## src/rtl/dmrs_pkg.sv

```systemverilog
// dmrs_pkg: shared widths, FSM states and the Q0.15 cyclic-shift phase table for dmrs_phase_gen.
package dmrs_pkg;
    localparam int PHASE_W_DEF = 15;
    localparam int NZC_W_DEF   = 11;
    localparam int LEN_W_DEF   = 12;
    localparam int RECIP_W_DEF = 20;

    typedef enum logic [1:0] {IDLE, LOAD, RUN, DONE} state_t;

    // round(i * 32768 / 12): phase of cyclic shift i in turns
    localparam logic [14:0] CS_TAB [12] = '{
        15'd0,     15'd2731,  15'd5461,  15'd8192,
        15'd10923, 15'd13653, 15'd16384, 15'd19115,
        15'd21845, 15'd24576, 15'd27307, 15'd30037
    };
endpackage

```

## src/rtl/dmrs_mod_add.sv

```systemverilog
// dmrs_mod_add: (a + b) mod n for a, b < n using one add and one conditional subtract.
module dmrs_mod_add #(
    parameter int W = 11
) (
    input  logic [W-1:0] a,
    input  logic [W-1:0] b,
    input  logic [W-1:0] n,
    output logic [W-1:0] y
);
    logic [W:0] s;
    assign s = {1'b0, a} + {1'b0, b};
    assign y = W'(s >= {1'b0, n} ? s - {1'b0, n} : s);
endmodule

```

## src/rtl/dmrs_phase_gen.sv

```systemverilog
// dmrs_phase_gen: Zadoff-Chu DMRS phase sequence generator with ready/valid output.
// Define DMRS_PHASE_CS_EN to add the cyclic-shift (n_cs) phase term.
module dmrs_phase_gen
    import dmrs_pkg::*;
#(
    parameter int PHASE_W = PHASE_W_DEF,
    parameter int NZC_W   = NZC_W_DEF,
    parameter int LEN_W   = LEN_W_DEF,
    parameter int RECIP_W = RECIP_W_DEF
) (
    input  logic               clk,
    input  logic               rst,
    input  logic               start,
    input  logic [NZC_W-1:0]   q,
    input  logic [NZC_W-1:0]   n_zc,
    input  logic [RECIP_W-1:0] recip_nzc,
    input  logic [LEN_W-1:0]   m_len,
    input  logic [3:0]         n_cs,
    output logic [PHASE_W-1:0] phase,
    output logic               phase_valid,
    input  logic               phase_ready,
    output logic               last,
    output logic               busy,
    output logic               done
);
    localparam int PW = NZC_W + RECIP_W;
    localparam int SH = RECIP_W - PHASE_W;
    localparam logic [PW-1:0] HALF = PW'(1) << (SH - 1);

    state_t st, nxt;
    logic adv, load, step, wrap;
    logic [NZC_W-1:0] q_r, nzc_r, m, d, k, d_nxt, k_nxt;
    logic [RECIP_W-1:0] recip_r;
    logic [LEN_W-1:0] len_r, n;
    logic [PW-1:0] prod;
    logic [PHASE_W-1:0] zc, cs_ph;

    dmrs_mod_add #(.W(NZC_W)) u_d (.a(d), .b(q_r),   .n(nzc_r), .y(d_nxt));
    dmrs_mod_add #(.W(NZC_W)) u_k (.a(k), .b(d_nxt), .n(nzc_r), .y(k_nxt));

    assign prod = PW'(k) * PW'(recip_r);
    assign zc   = PHASE_W'((prod + HALF) >> SH);
    assign wrap = m + NZC_W'(1) == nzc_r;

    always_ff @(posedge clk)
        if (rst) st <= IDLE;
        else     st <= nxt;

    always_comb begin
        adv  = !phase_valid || phase_ready;
        load = st == LOAD;
        step = st == RUN && adv && !(phase_valid && last);
        nxt  = st == IDLE ? (start ? LOAD : IDLE) :
               st == LOAD ? (m_len == '0 ? DONE : RUN) :
               st == RUN  ? (adv && phase_valid && last ? DONE : RUN) : IDLE;
        busy = st != IDLE;
        done = st == DONE;
    end

    // Sample 0 is always phase 0, so LOAD emits it directly and primes the counters for n = 1.
    always_ff @(posedge clk)
        if (rst) begin
            q_r         <= '0;
            nzc_r       <= '0;
            recip_r     <= '0;
            len_r       <= '0;
            n           <= '0;
            m           <= '0;
            d           <= '0;
            k           <= '0;
            phase       <= '0;
            phase_valid <= 1'b0;
            last        <= 1'b0;
        end else if (load) begin
            q_r         <= q;
            nzc_r       <= n_zc;
            recip_r     <= recip_nzc;
            len_r       <= m_len;
            n           <= LEN_W'(1);
            m           <= NZC_W'(1);
            d           <= q;
            k           <= q;
            phase       <= '0;
            phase_valid <= m_len != '0;
            last        <= m_len == LEN_W'(1);
        end else if (step) begin
            n           <= n + LEN_W'(1);
            m           <= wrap ? '0 : m + NZC_W'(1);
            d           <= wrap ? '0 : d_nxt;
            k           <= wrap ? '0 : k_nxt;
            phase       <= cs_ph - zc;
            phase_valid <= 1'b1;
            last        <= n == len_r - LEN_W'(1);
        end else if (st == RUN && adv) begin
            phase_valid <= 1'b0;
            last        <= 1'b0;
        end

`ifdef DMRS_PHASE_CS_EN
    logic [3:0] cs, ncs_r, cs_nxt;
    dmrs_mod_add #(.W(4)) u_cs (.a(cs), .b(ncs_r), .n(4'd12), .y(cs_nxt));
    assign cs_ph = PHASE_W'(CS_TAB[cs]);
    always_ff @(posedge clk)
        if (rst) begin
            cs    <= '0;
            ncs_r <= '0;
        end else if (load) begin
            cs    <= n_cs;
            ncs_r <= n_cs;
        end else if (step) begin
            cs    <= cs_nxt;
        end
`else
    logic unused_ncs;
    assign unused_ncs = ^n_cs;
    assign cs_ph = '0;
`endif
endmodule

```

## config.mk

```make
export PLATFORM = sky130hd
export DESIGN_NAME = dmrs_phase_gen
export DESIGN_NICKNAME = d
export VERILOG_FILES = /design/src/rtl/dmrs_pkg.sv /design/src/rtl/dmrs_mod_add.sv /design/src/rtl/dmrs_phase_gen.sv
export SDC_FILE = /design/constraint.sdc
export NUM_CORES = 1
export LEC_CHECK = 0
export BUFFER_PORTS_ARGS = -buffer_cell sky130_fd_sc_hd__buf_2
export CAP_MARGIN = 20
export CELL_PAD_IN_SITES_DETAIL_PLACEMENT = 0
export CELL_PAD_IN_SITES_GLOBAL_PLACEMENT = 1
export CORE_ASPECT_RATIO = 0.7
export CORE_MARGIN = 2
export CORE_UTILIZATION = 40
export CTS_CLUSTER_DIAMETER = 120
export DETAILED_ROUTE_END_ITERATION = 16
export PLACE_DENSITY_LB_ADDON = 0.25
export SLEW_MARGIN = 25
export SYNTH_ARGS = -nofsm -noshare
export SYNTH_HDL_FRONTEND = slang
export SYNTH_SLANG_ARGS = --single-unit
```

## constraint.sdc

```tcl
create_clock -name clk -period 20 [get_ports clk]
set_clock_uncertainty 0.15 [all_clocks]
set_input_delay 4 -clock clk [delete_from_list [all_inputs] [get_ports clk]]
set_output_delay 4 -clock clk [all_outputs]
set_load 0.1 [all_outputs]
```

Word level (Yosys, flattened, before mapping). Cells that the tools add are included.

Output and inout port bits: 19. Logic and storage cells: 71. Input port bits: 62. Register bits: 118.

Magnitude comparators: 2. $mul: 1. Mux-type cells: 24. Reductions and logical operators: 15. Eq/ne operators: 6. Add/subtract/negate cells: 9.

Operator list (number): 2-to-1 mux 11 bit (9); adder 11 x 11 -> 12 bit (2); >= comparator 12 x 11 -> 1 bit (2); subtractor 11 bit (2); adder 20 x 5 -> 20 bit, second input constant (1); multiplier 11 x 20 -> 20 bit (1); subtractor 1 x 15 -> 15 bit, first input constant (1); adder 12 x 1 -> 12 bit, second input constant (1); == test 12 x 1 -> 1 bit, second input constant (1); == test 12 bit (1); zero test 12 bit (1); 2-to-1 mux 1 bit (12); nonzero test 12 bit (1); subtractor 12 x 1 -> 12 bit, second input constant (1); adder 11 x 1 -> 11 bit, second input constant (1); == test 11 bit (1); 2-to-1 mux 2 bit (3); logical AND 1 bit (5); == test 2 bit, second input constant (2); nonzero test 2 bit (2); nonzero test 3 bit (1); == test 2 x 1 -> 1 bit, second input constant (1); zero test 1 bit (2); zero test 2 bit (1); 2 further kinds (2).

Depth between registers and ports, before layout.
Word-level depth: 9. Mapped depth: 36. Gate-level depth less buffers: 35.

Hierarchy. A second synthesis with hierarchy kept.

Cells, all modules: 1504. Area total of the unflattened synthesis: 12899.9 um2.

By module, submodules not included: dmrs_phase_gen (area each 10597.7 um2, sequential area each 2362.3 um2, instances 1, cells each 1220); dmrs_mod_add at u_k (area each 1153.6 um2, sequential area each 0.0 um2, instances 1, cells each 143); dmrs_mod_add at u_d (area each 1148.6 um2, sequential area each 0.0 um2, instances 1, cells each 141).

Worst setup path before layout. Ideal clock, no wire load.

Path type: reg2reg. From: register q_r[0]. To: register k[10]. Buffers on the path: 2. Setup time: 0.134 ns. Data arrival time: 7.140 ns. Required time: 19.716 ns. Stages on the path, launching flop included: 35. Slack: 12.577 ns. Clock period less this slack: 7.423 ns. Cell sequence: dfxtp_1 -> ha_1 -> fa_1 -> a21o_1 -> a21oi_1 -> o21bai_1 -> a2111oi_0 -> o31ai_1 -> a21oi_1 -> xnor2_1 -> ha_1 -> nand4_1 -> nor3_1 -> nor3_1 -> nand2_1 -> o21ai_0 -> nor2b_1 -> buf_2 -> mux2i_1 -> ha_1 -> inv_1 -> fa_1 -> nor2b_1 -> o21ai_0 -> a21boi_0 -> o21ai_0 -> a21oi_1 -> mux2i_1 -> or4_1 -> ha_1 -> o21ai_0 -> o211ai_1 -> clkbuf_1 -> mux2i_1 -> o22ai_1.

Cells in the longest elaborated chain, start to end: 9. Elaborated cells between the ends (all ways): 11. Those cells by class: add/sub: 4; order compare: 2; mux: 5.

RTL lines: start: declaration (RTL line dmrs_phase_gen.sv:32) `logic [NZC_W-1:0] q_r, nzc_r, m, d, k, d_nxt, k_nxt;`; start signal: assignment (RTL line dmrs_phase_gen.sv:75) `q_r <= q;`; adder 11 x 11 -> 12 bit (*) (RTL line dmrs_mod_add.sv:11) `assign s = {1'b0, a} + {1'b0, b};`; subtractor 11 bit or >= comparator 12 x 11 -> 1 bit (tied branches) (RTL line dmrs_mod_add.sv:12) `assign y = W'(s >= {1'b0, n} ? s - {1'b0, n} : s);`; 2-to-1 mux 11 bit (*) (RTL line dmrs_mod_add.sv:12); adder 11 x 11 -> 12 bit (*) (RTL line dmrs_mod_add.sv:11); subtractor 11 bit or >= comparator 12 x 11 -> 1 bit (tied branches) (RTL line dmrs_mod_add.sv:12); 2-to-1 mux 11 bit (*) (RTL line dmrs_mod_add.sv:12); 2-to-1 mux 11 bit (*) (RTL line dmrs_phase_gen.sv:90) `k <= wrap ? '0 : k_nxt;`; 2-to-1 mux 11 bit (*) (RTL line dmrs_phase_gen.sv:86) `end else if (step) begin`; 2-to-1 mux 11 bit (*) (RTL line dmrs_phase_gen.sv:74) `end else if (load) begin`; end signal: assignment (RTL line dmrs_phase_gen.sv:82) `k <= q;`; end signal: assignment (RTL line dmrs_phase_gen.sv:90); end: declaration (RTL line dmrs_phase_gen.sv:32).

Mark *: on every way between the ends. The rest lies on a longest branch, timed or not. The select of a mux whose other input is x is not followed. A chain may end at the register's enable or synchronous reset.

Worst setup path in the final report.
From: register q_r[0]. To: register k[1].

The elaborated chain is that of the path after synthesis.

==> run_results.csv <==
group,metric,value,unit
synthesis,async_flop_share,0,%
floorplanning,die_height,151.9,µm
finish,num_antenna_cells,0,
floorplanning,row_count,54,
floorplanning,core_area,30940,µm²
floorplanning,ios,81,
power,p_leak,6.149,nW
synthesis,ys_ff_latch,118,
synthesis,synth_cell_types,70,
worst_setup_path,cp-start-kind,"flop",
timing,post-route-min-period,8912,ps
detailed_routing,drt_pre_antenna_iters,5,
timing,worst_pin_slew,1044,ps
timing,slew_headroom,30.28,%
synthesis,synth_enable_flop_cells,0,
detailed_routing,routed_via_density,5.190,
power,p_seq_share,26.1,%
clocking,cts.sinks,118,
synthesis,synth_most_common_cell,"inv_1",
place,gp_congestion,0.8311,
place,hpwlAfterDp,24.96,mm
synthesis,synth_area_per_cell,8.426,µm²
global_route,grt_pass1_vias,9834,
floorplanning,die-area,32690,µm²
timing,timing.fmax,112.2,MHz
finish,layout-drive-gt1-share,9.377,%
global_route,grt_pass1_wl,54.32,mm
clocking,cts_resized,0,
synthesis,synth-seq-area-share,18.90,%
power,switchingPower,368.4,µW
floorplanning,start_util,40.38,%
power,peakVddDrop,48.55,µV
power,switching_share,36.47,%
worst_setup_path,cp_data_arrival_time,9130,ps
timing,finalMaxSlewViolations,0,
synthesis,ys_top_cells_by_area,"dfxtp_1 19%, fa_1 18%, ha_1 10%",
run_status,outcome,"finished clean",
synthesis,netlist_area,12500,µm²
detailed_routing,drt-wirelength-per-cell,17.15,µm
power,combPwrFrac,38.6,%
global_route,grt_usage,21.08,%
global_route,grt_max_degree,75,
place,place_ws,11240,ps
finish,area_growth_syn_to_layout,10.88,%
timing,fin_crit_sh,44.56,%
clocking,post-cts-setup-buffers,0,
power,p_clk_share,35.3,%
synthesis,synth_common_cells,"160 x inv_1, 142 x nand2_1, 126 x nor2_1, 118 x dfxtp_1, 115 x fa_1",
worst_setup_path,end_kind,"flop",
timing,worst_slack,11090,ps
clocking,cts_buffers,17,
worst_setup_path,r2r-start,"q_r[0]",
timing,fin_tns_setup,0,ps
run,max_cap_viol_count,0,
power,p_int,641.8,µW
clocking,clk_latency,450,ps
clocking,clkTransAtPathRegs,60,ps
synthesis,synth_top_area_cell,"dfxtp_1",
detailed_routing,vias,10100,
worst_setup_path,worst-setup-path-type,"reg -> reg",
synthesis,netlist_instances,1483,
worst_setup_path,slowest_delay,860,ps
global_route,antenna_found_initial,0,
timing,rsz0062_at_grt,"no",
place,port_buffers,76,
floorplanning,die_w,215.3,µm
synthesis,syn_nets,1761,
synthesis,synth_top_cell_area_share,18.90,%
finish,nets,1790,
clocking,cts_tree,"yes",
global_route,gr-total-overflow,0,
worst_setup_path,crit_path_start,"q_r[0]",
power,power_density,72.91,nW/µm²
timing,setup_violations,0,
clocking,cts-root-buf,"clkbuf_16",
clocking,cts_hold_buf,0,
worst_setup_path,required,20220,ps
clocking,clock_path_buffers,2,
timing,hold_viol,0,
finish,fill_cells,3157,
clocking,cts.htree.levels,4,
synthesis,yosys_warnings,0,
min_path,hold_class,"reg -> reg",
worst_setup_path,cp_max_fo,12,
worst_setup_path,cp_slowest_cell,"nor2b_1",
synthesis,synthFlopType,"dfxtp_1",
min_path,hp-start,"phase[5]",
detailed_routing,ant_nets,0,
detailed_routing,drt_iter0_drc,658,
detailed_routing,drc,0,
detailed_routing,wl,33.36,mm
==> metrics by stage <==
step / util [%] / total power [mW] / hold WS (ps) / cells / cell area (µm²)
CTS: 44.78 / 1.014 / 302.9 / 1945 / 13860
floorplan: - / 0.5602 / 310.2 / 1483 / 12500
detailed placement: 42.62 / 0.6525 / 294.1 / 1913 / 13190
finish: 44.78 / 1.010 / 296.1 / 1945 / 13860
global placement: 42.62 / 0.6472 / 289.5 / 1913 / 13190
global route: 44.78 / 1.074 / 317.3 / 1945 / 13860
==> layer usage <==
metal  global-route usage [%]  wire [µm]
met1                    33.21      18220
met3                    4.124       1549
met4                    4.433        369
met2                    29.39      13220
met5                        0          0
==> sequential cells by signal, summed over array words and instances, names as in the netlist, 12 cells and up <==
name	count
len_r	12
n	12
phase	15
recip_r	20
==> critical path: cells and delay by family (launching register included) <==
family | cells | cell delay, ps
AO/OA/AOI/OAI | 15 | 3340
XOR/XNOR | 2 | 370
buffers and inverters | 2 | 270
flip-flops | 1 | 310
multiplexers | 2 | 630
adder cells (fa/ha/maj) | 6 | 1860
AND/OR/NAND/NOR | 8 | 1860
==> area by class of cell <==
class                   instances  area [µm²]  area share (%)
clock buffers                  22       474.2           3.422
inverters                     161       604.3           4.362
clock inverters                10       192.7           1.391
flip-flops and latches        118        2362           17.05
repair buffers                 84       442.9           3.197
multi-input cells            1130        9254           66.79
well taps                     420       525.5           3.793
==> path summary, 6_finish.rpt <==
kind              cells after the start  slack, ps        to
setup / recovery                     35      11090      k[1]
hold / removal                        2        300  phase[5]
setup reg to reg                     35      11090      k[1]
hold reg to reg                       2        300  phase[5]
==> cell families (layout without fill, tap and decap cells) <==
| logic type | count (synthesis) | count (layout) | synth area share, % |
|---|---|---|---|
| simple gates | 497 | 497 | 19.64 |
| flops | 118 | 118 | 18.90 |
| fa+ha+maj | 216 | 216 | 28.54 |
| buf+inv | 235 | 277 | 7.139 |
| compound gates | 235 | 235 | 12.11 |
| mux | 81 | 81 | 6.599 |
| xor+xnor | 101 | 101 | 7.079 |
==> cell usage in the layout (no fill, tap or decap), types with 7 or more instances in the layout <==
cell type	Yosys	routed
mux2i_1	70	70
nor3b_1	7	7
a211oi_1	9	9
nand3_1	19	19
a21o_1	9	9
or3_1	8	8
a22oi_1	25	25
fa_1	115	115
o2bb2ai_1	10	10
a31oi_1	9	9
nor4_1	11	11
nor3_1	25	25
nand2_1	142	142
ha_1	101	100
and3_1	11	11
a21oi_1	59	59
clkbuf_16	0	17
xor2_1	35	35
and2_1	77	77
o22ai_1	11	11
nand3b_1	7	7
or2_2	7	7
nor2_1	126	126
a21boi_0	9	9
o21ai_0	51	51
buf_4	0	9
xnor2_1	66	66
mux2_2	11	11
dfxtp_1	118	118
buf_2	7	75
nand2b_1	9	9
nand4_1	16	16
inv_1	160	160
nor2b_1	12	12
==> power by group through the flow <==
stage / Sequential [mW] / Combinational (mW) / Clock, mW
finish: 0.264 / 0.390 / 0.357
detailed placement: 0.269 / 0.384 / 0
global route: 0.266 / 0.432 / 0.376
global placement: 0.269 / 0.378 / 0
CTS: 0.264 / 0.386 / 0.364
floorplan: 0.259 / 0.301 / 0
(Power assumes the default switching activity.)
